==> src/rtl/arbitrated_main_memory_control_pkg.sv <==
// Shared definitions for the arbitrated main-memory front end: port tag encodings,
// read-latency bounds and the in-flight read tag entry.
package arbitrated_main_memory_control_pkg;

  typedef enum logic {
    MEM_PORT_FETCH = 1'b0,
    MEM_PORT_DATA  = 1'b1
  } mem_port_e;

  localparam int unsigned READ_LATENCY_MIN = 1;
  localparam int unsigned READ_LATENCY_MAX = 4;

  typedef struct packed {
    logic      valid;
    mem_port_e port;
  } mem_tag_t;

  localparam int unsigned TAG_W = $bits(mem_tag_t);

endpackage

==> src/rtl/arbitrated_main_memory_control_tag_pipe.sv <==
// Fixed-depth shift register of {valid, port} tags tracking reads in flight to memory;
// asynchronous clear drops every outstanding read.
module mem_read_tag_pipe
  import arbitrated_main_memory_control_pkg::*;
#(
  parameter int unsigned DEPTH = 2
) (
  input  logic           clk,
  input  logic           rst,
  input  logic [TAG_W-1:0] i_tag,
  output logic [TAG_W-1:0] o_tag
);

  logic [TAG_W-1:0] r_stage [DEPTH];

  always_ff @(posedge clk or posedge rst) begin
    if (rst) begin
      for (int unsigned i = 0; i < DEPTH; i++) begin
        r_stage[i] <= '0;
      end
    end else begin
      r_stage[0] <= i_tag;
      for (int unsigned i = 1; i < DEPTH; i++) begin
        r_stage[i] <= r_stage[i-1];
      end
    end
  end

  assign o_tag = r_stage[DEPTH-1];

endmodule

==> src/rtl/arbitrated_main_memory_control.sv <==
// Single-port main-memory front end: data-first arbitration of fetch vs load/store,
// registered memory command, in-order read tagging. Optional: MEM_STARVE_GUARD_EN.
module arbitrated_main_memory_control
  import arbitrated_main_memory_control_pkg::*;
#(
  parameter int unsigned ADDR_WIDTH   = 32,
  parameter int unsigned DATA_WIDTH   = 32,
  parameter int unsigned READ_LATENCY = 1,
  parameter int unsigned STARVE_LIMIT = 3
) (
  input  logic                  clk,
  input  logic                  rst,
  input  logic                  fetch_req_valid,
  output logic                  fetch_req_ready,
  input  logic [ADDR_WIDTH-1:0] fetch_addr,
  output logic                  fetch_rsp_valid,
  output logic [DATA_WIDTH-1:0] fetch_rsp_data,
  input  logic                  data_req_valid,
  output logic                  data_req_ready,
  input  logic                  data_req_write,
  input  logic [ADDR_WIDTH-1:0] data_addr,
  input  logic [DATA_WIDTH-1:0] data_wdata,
  output logic                  data_rsp_valid,
  output logic [DATA_WIDTH-1:0] data_rsp_data,
  output logic [ADDR_WIDTH-1:0] mem_addr,
  output logic [DATA_WIDTH-1:0] mem_wdata,
  output logic                  mem_re,
  output logic                  mem_we,
  input  logic [DATA_WIDTH-1:0] mem_rdata
);

  localparam int unsigned LP_LATENCY =
    (READ_LATENCY < READ_LATENCY_MIN) ? READ_LATENCY_MIN :
    (READ_LATENCY > READ_LATENCY_MAX) ? READ_LATENCY_MAX : READ_LATENCY;

  logic                  w_force_fetch;
  logic                  w_grant_fetch;
  logic                  w_grant_data;
  logic                  w_issue_read;
  logic [ADDR_WIDTH-1:0] r_mem_addr;
  logic [DATA_WIDTH-1:0] r_mem_wdata;
  logic                  r_mem_re;
  logic                  r_mem_we;
  mem_tag_t              w_tag_in;
  mem_tag_t              w_tag_out;

`ifdef MEM_STARVE_GUARD_EN
  logic [3:0] r_starve_cnt;

  assign w_force_fetch = fetch_req_valid && (r_starve_cnt >= 4'(STARVE_LIMIT));

  // Clears on any fetch grant, which includes the forced one.
  always_ff @(posedge clk or posedge rst) begin
    if (rst) begin
      r_starve_cnt <= '0;
    end else if (!fetch_req_valid || w_grant_fetch) begin
      r_starve_cnt <= '0;
    end else if (r_starve_cnt != 4'hF) begin
      r_starve_cnt <= r_starve_cnt + 4'd1;
    end
  end
`else
  logic w_unused_starve_limit;

  assign w_force_fetch         = 1'b0;
  assign w_unused_starve_limit = ^4'(STARVE_LIMIT);
`endif

  always_comb begin
    w_grant_data  = data_req_valid && !w_force_fetch;
    w_grant_fetch = fetch_req_valid && !w_grant_data;
    w_issue_read  = w_grant_fetch || (w_grant_data && !data_req_write);
  end

  assign fetch_req_ready = w_grant_fetch;
  assign data_req_ready  = w_grant_data;

  always_ff @(posedge clk or posedge rst) begin
    if (rst) begin
      r_mem_addr  <= '0;
      r_mem_wdata <= '0;
      r_mem_re    <= 1'b0;
      r_mem_we    <= 1'b0;
    end else begin
      r_mem_re <= w_issue_read;
      r_mem_we <= w_grant_data && data_req_write;
      if (w_grant_data) begin
        r_mem_addr  <= data_addr;
        r_mem_wdata <= data_wdata;
      end else if (w_grant_fetch) begin
        r_mem_addr  <= fetch_addr;
        r_mem_wdata <= data_wdata;
      end
    end
  end

  assign mem_addr  = r_mem_addr;
  assign mem_wdata = r_mem_wdata;
  assign mem_re    = r_mem_re;
  assign mem_we    = r_mem_we;

  always_comb begin
    w_tag_in       = '0;
    w_tag_in.valid = w_issue_read;
    w_tag_in.port  = w_grant_data ? MEM_PORT_DATA : MEM_PORT_FETCH;
  end

  // Depth LATENCY+1: one stage for the command register, LATENCY for the memory.
  mem_read_tag_pipe #(
    .DEPTH(LP_LATENCY + 1)
  ) u_tag_pipe (
    .clk   (clk),
    .rst   (rst),
    .i_tag (w_tag_in),
    .o_tag (w_tag_out)
  );

  assign fetch_rsp_valid = w_tag_out.valid && (w_tag_out.port == MEM_PORT_FETCH);
  assign data_rsp_valid  = w_tag_out.valid && (w_tag_out.port == MEM_PORT_DATA);
  assign fetch_rsp_data  = mem_rdata;
  assign data_rsp_data   = mem_rdata;

endmodule

==> config.mk <==
export PLATFORM = sky130hd
export DESIGN_NAME = arbitrated_main_memory_control
export DESIGN_NICKNAME = d
export VERILOG_FILES = /design/src/rtl/arbitrated_main_memory_control_pkg.sv /design/src/rtl/arbitrated_main_memory_control_tag_pipe.sv /design/src/rtl/arbitrated_main_memory_control.sv
export SDC_FILE = /design/constraint.sdc
export NUM_CORES = 1
export LEC_CHECK = 0
export ABC_AREA = 1
export ABC_CLOCK_PERIOD_IN_PS = 3400
export BUFFER_PORTS_ARGS = -buffer_cell sky130_fd_sc_hd__buf_2
export CORE_UTILIZATION = 29
export CTS_BUF_LIST = sky130_fd_sc_hd__clkbuf_4 sky130_fd_sc_hd__clkbuf_8
export CTS_CLUSTER_SIZE = 30
export DETAILED_ROUTE_END_ITERATION = 12
export GPL_TIMING_DRIVEN = 0
export PLACE_DENSITY = 0.65
export SYNTH_ARGS = -nofsm -noshare
export SYNTH_HDL_FRONTEND = slang
export SYNTH_SLANG_ARGS = --single-unit
==> constraint.sdc <==
create_clock -name clk -period 3.4 [get_ports clk]
set_input_delay 0.17 -clock clk [delete_from_list [all_inputs] [get_ports clk]]
set_output_delay 0.17 -clock clk [all_outputs]
set_load 0.02 [all_outputs]
==> summary.md <==
| Metric | Value |
|---|---|
| Final period utilization | 0.377 |
| Post-synth top area share | 0.510 |
| Largest net degree at the start of global routing | 70 |
| Register-to-Register Path Depth | 2 |
| Critical path class | in -> out |
| Antenna cells | 0 |
| Synth cell types | 12 |
| Total chip power | 2.05 mW |
| CP top delay family | buffers and inverters |
| Crit-path max FO | 10 |
| Die W | ~110 um |
| Post-layout minimum cycle time | approximately 1.3 ns |
| Postcts setup bufs | 0 |
| HP Class | in -> async |
| First-pass GRT wire length | ~14 mm |
| Syn nets | 527 |
| Maximum Capacitance Violations | 0 |
| Setup TNS | 0 ns |
| Fraction of layout cells with a size suffix above 1 | 0.523 |
| VDD IR max | between 0.15 and 0.2 mV |
| Asr flop ratio synth | 1.00 |
| Peak Freq | around 780 MHz |
| CTS tree | built |
| WP data required | 3.23 ns |
| Post-synth top cells | nand2_1 (130), buf_4 (69), dfrtp_1 (69) |
| Post_cts resized | 0 |
| Clock Root Buffer | clkbuf_8 |
| Most common cell in the netlist | nand2_1 |
| Number of flops mapped to enable cells by yosys | 0 |
| Critical path buffers and inverters | 5 |
| Largest stage delay on the critical path | roughly 0.29 ns |
| Reg clk slew, reported paths | ~0.080 ns |
| Design area | ~4900 sq um |
| Area added between synthesis and finish | 45.2% |
| Yosys warning total | 0 |
| Yosys reg bits | 69 |
| Starting Density | 0.298 |
| DRT Pass-1 Iters | 4 |
| GRT Util Overall | 0.155 |
| RSZ-0062 raised after global routing | false |
| Clk Latency, worst-skew pair | ~0.33 ns |
| Worst path cell trace | buf_2, buf_2, buf_2, inv_1, nor2_1, buf_2 |
| Setup violators final | 0 |
| Die ar. | between 10,000 and 15,000 sq um |
| Layout fillers | about 1,200 |
| Leakage | 2.80 nW |
| DRC violation total after the first TritonRoute iteration | roughly 110 |
| Initial antenna violation count | 0 |
| Vias in the first global route | 3,066 |
| CP Launch Type | input port |
| CTS sink cnt | 69 |
| Core ar. | between 10,000 and 15,000 sq um |
| Remaining antenna violation count | 0 |
| Nets | 772 |
| Total wire length | between 9 and 10 mm |
| Num CTS Buffers | 9 |
| WL/cell | approximately 12 um |
| CP Depth | 6 |
| DRC Markers | 0 |
| Slew margin rel. | 0.439 |
| Syn Std Cell Area | between 3000 and 4000 sq um |
| Hold buffers post-CTS | 0 |
| Final Hold Fails | 0 |
| Buffers on Ports | about 230 |
| Arrival time worst endpoint | roughly 1.1 ns |
| Height of the die | around 110 um |
| Total grt overflow | 0 |
| Via density | about 4.4 |
| Slowest CP cell | buf_2 |
| Max Slew Vio Count | 0 |
| Placer Congestion | 0.746 |
| H-tree levels | 3 |
| Tightest Pin Transition | around 0.84 ns |
| Cell Pwr Density | 417 nW/um^2 |
| Outcome | complete, no violations |
| Post-synth top flop | dfrtp_1 |
| Top Ports | between 200 and 300 |
| Worst Skew | ~0.00065 ns |
| Dpl cell area | ~4700 sq um |
| Synth area leaders | dfrtp_1 (51%), buf_4 (15%), nand2_1 (14%) |
| Gate Count Post-Synth | just under 400 |
| Via Count | approximately 3,400 |
| Cell taking the most area after synthesis | dfrtp_1 |
| Mean Syn Cell Area | roughly 8.6 sq um |
| Most frequent CP cell | buf_2 |
| Setup crit end kind | output pin |
| Max clock buf depth | 2 |
| # rows | 39 |
| Seq/Total Area, Yosys | 0.510 |
| Hpwl dp | between 7 and 8 mm |
metal layers:
layer	up-vias	global-route usage	part of all wire
li1	1686	-	-
met1	1588	0.184	0.41
met2	144	0.267	0.50
met5	-	0	0
met4	0	0.0514	0.012
met3	10	0.0459	0.078
sequential cells by signal (all words and copies together), names as in the netlist:
register and count:
mem_addr 32, u_tag_pipe.o_tag 2, mem_wdata 32, u_tag_pipe.r_stage 1, mem_re 1, mem_we 1
cells by family (layout without fill, tap and decap cells):
kind of cell	after synthesis	count (layout)	share of synthesized area
AOI/OAI and AO/OA	32	32	0.0473
DFF	69	69	0.510
buffers and inverters	95	345	0.199
and+or+nand+nor	198	198	0.243
placed cells by master (no fill, tap or decap):
cell | netlist | layout
clkbuf_8 | 0 | 9
o21ai_1 | 5 | 5
clkbuf_1 | 4 | 4
buf_2 | 10 | 244
nand2_1 | 130 | 130
clkinvlp_4 | 0 | 2
inv_4 | 0 | 1
inv_1 | 5 | 4
buf_4 | 69 | 69
nand3_1 | 64 | 64
clkinv_2 | 0 | 2
clkinv_4 | 0 | 2
o21ai_0 | 27 | 27
inv_6 | 0 | 1
buf_6 | 6 | 6
inv_2 | 1 | 1
dfrtp_1 | 69 | 69
nor2_1 | 4 | 4
where the power goes:
| group | internal (mW) | switching [mW] | leakage (nW) | total, mW |
|---|---|---|---|---|
| sequential | 0.891 | 0.0386 | 0.829 | 0.930 |
| clock | 0.267 | 0.325 | 0.0856 | 0.592 |
| combinational | 0.214 | 0.312 | 1.88 | 0.526 |
| total | 1.37 | 0.675 | 2.80 | 2.05 |
layout make-up:
type	count	area [sq um]	share of cell area
plain buffers	89	651	0.132
clock buffers	9	124	0.0252
clock inverters	7	51.3	0.0104
inverters	6	25.0	0.00510
multi-input cells	230	983	0.200
flip-flops and latches	69	1730	0.352
well taps	143	179	0.0364
repair buffers	234	1170	0.238
path summary, 6_finish.rpt:
path	startpoint	to	slack (ns)
worst max-delay path	fetch_req_valid	fetch_req_ready	2.12
worst min-delay path	rst	mem_wdata[20]	0.01
min in group clk	data_req_write	mem_we	0.04
worst max register to register	mem_addr[7]	mem_addr[7]	2.75
worst min register to register	u_tag_pipe.r_stage[2]	u_tag_pipe.o_tag[0]	0.35
max in group asynchronous	rst	mem_wdata[18]	2.84
per-stage QoR:
| step | util | hold WS (ns) | worst slack (ns) | instances |
|---|---|---|---|---|
| 2_1_floorplan | - | 0.201 | 1.49 | 394 |
| 3_3_place_gp | 0.416 | 0.331 | 0.650 | 771 |
| 3_5_place_dp | 0.417 | 0.336 | 2.09 | 771 |
| 4_1_cts | 0.432 | 0.0155 | 2.09 | 787 |
| 5_1_grt | 0.432 | 0.0257 | 2.03 | 787 |
| 6_report | 0.432 | 0.0108 | 2.12 | 787 |
No activity file was read; power rests on OpenSTA's default activity.
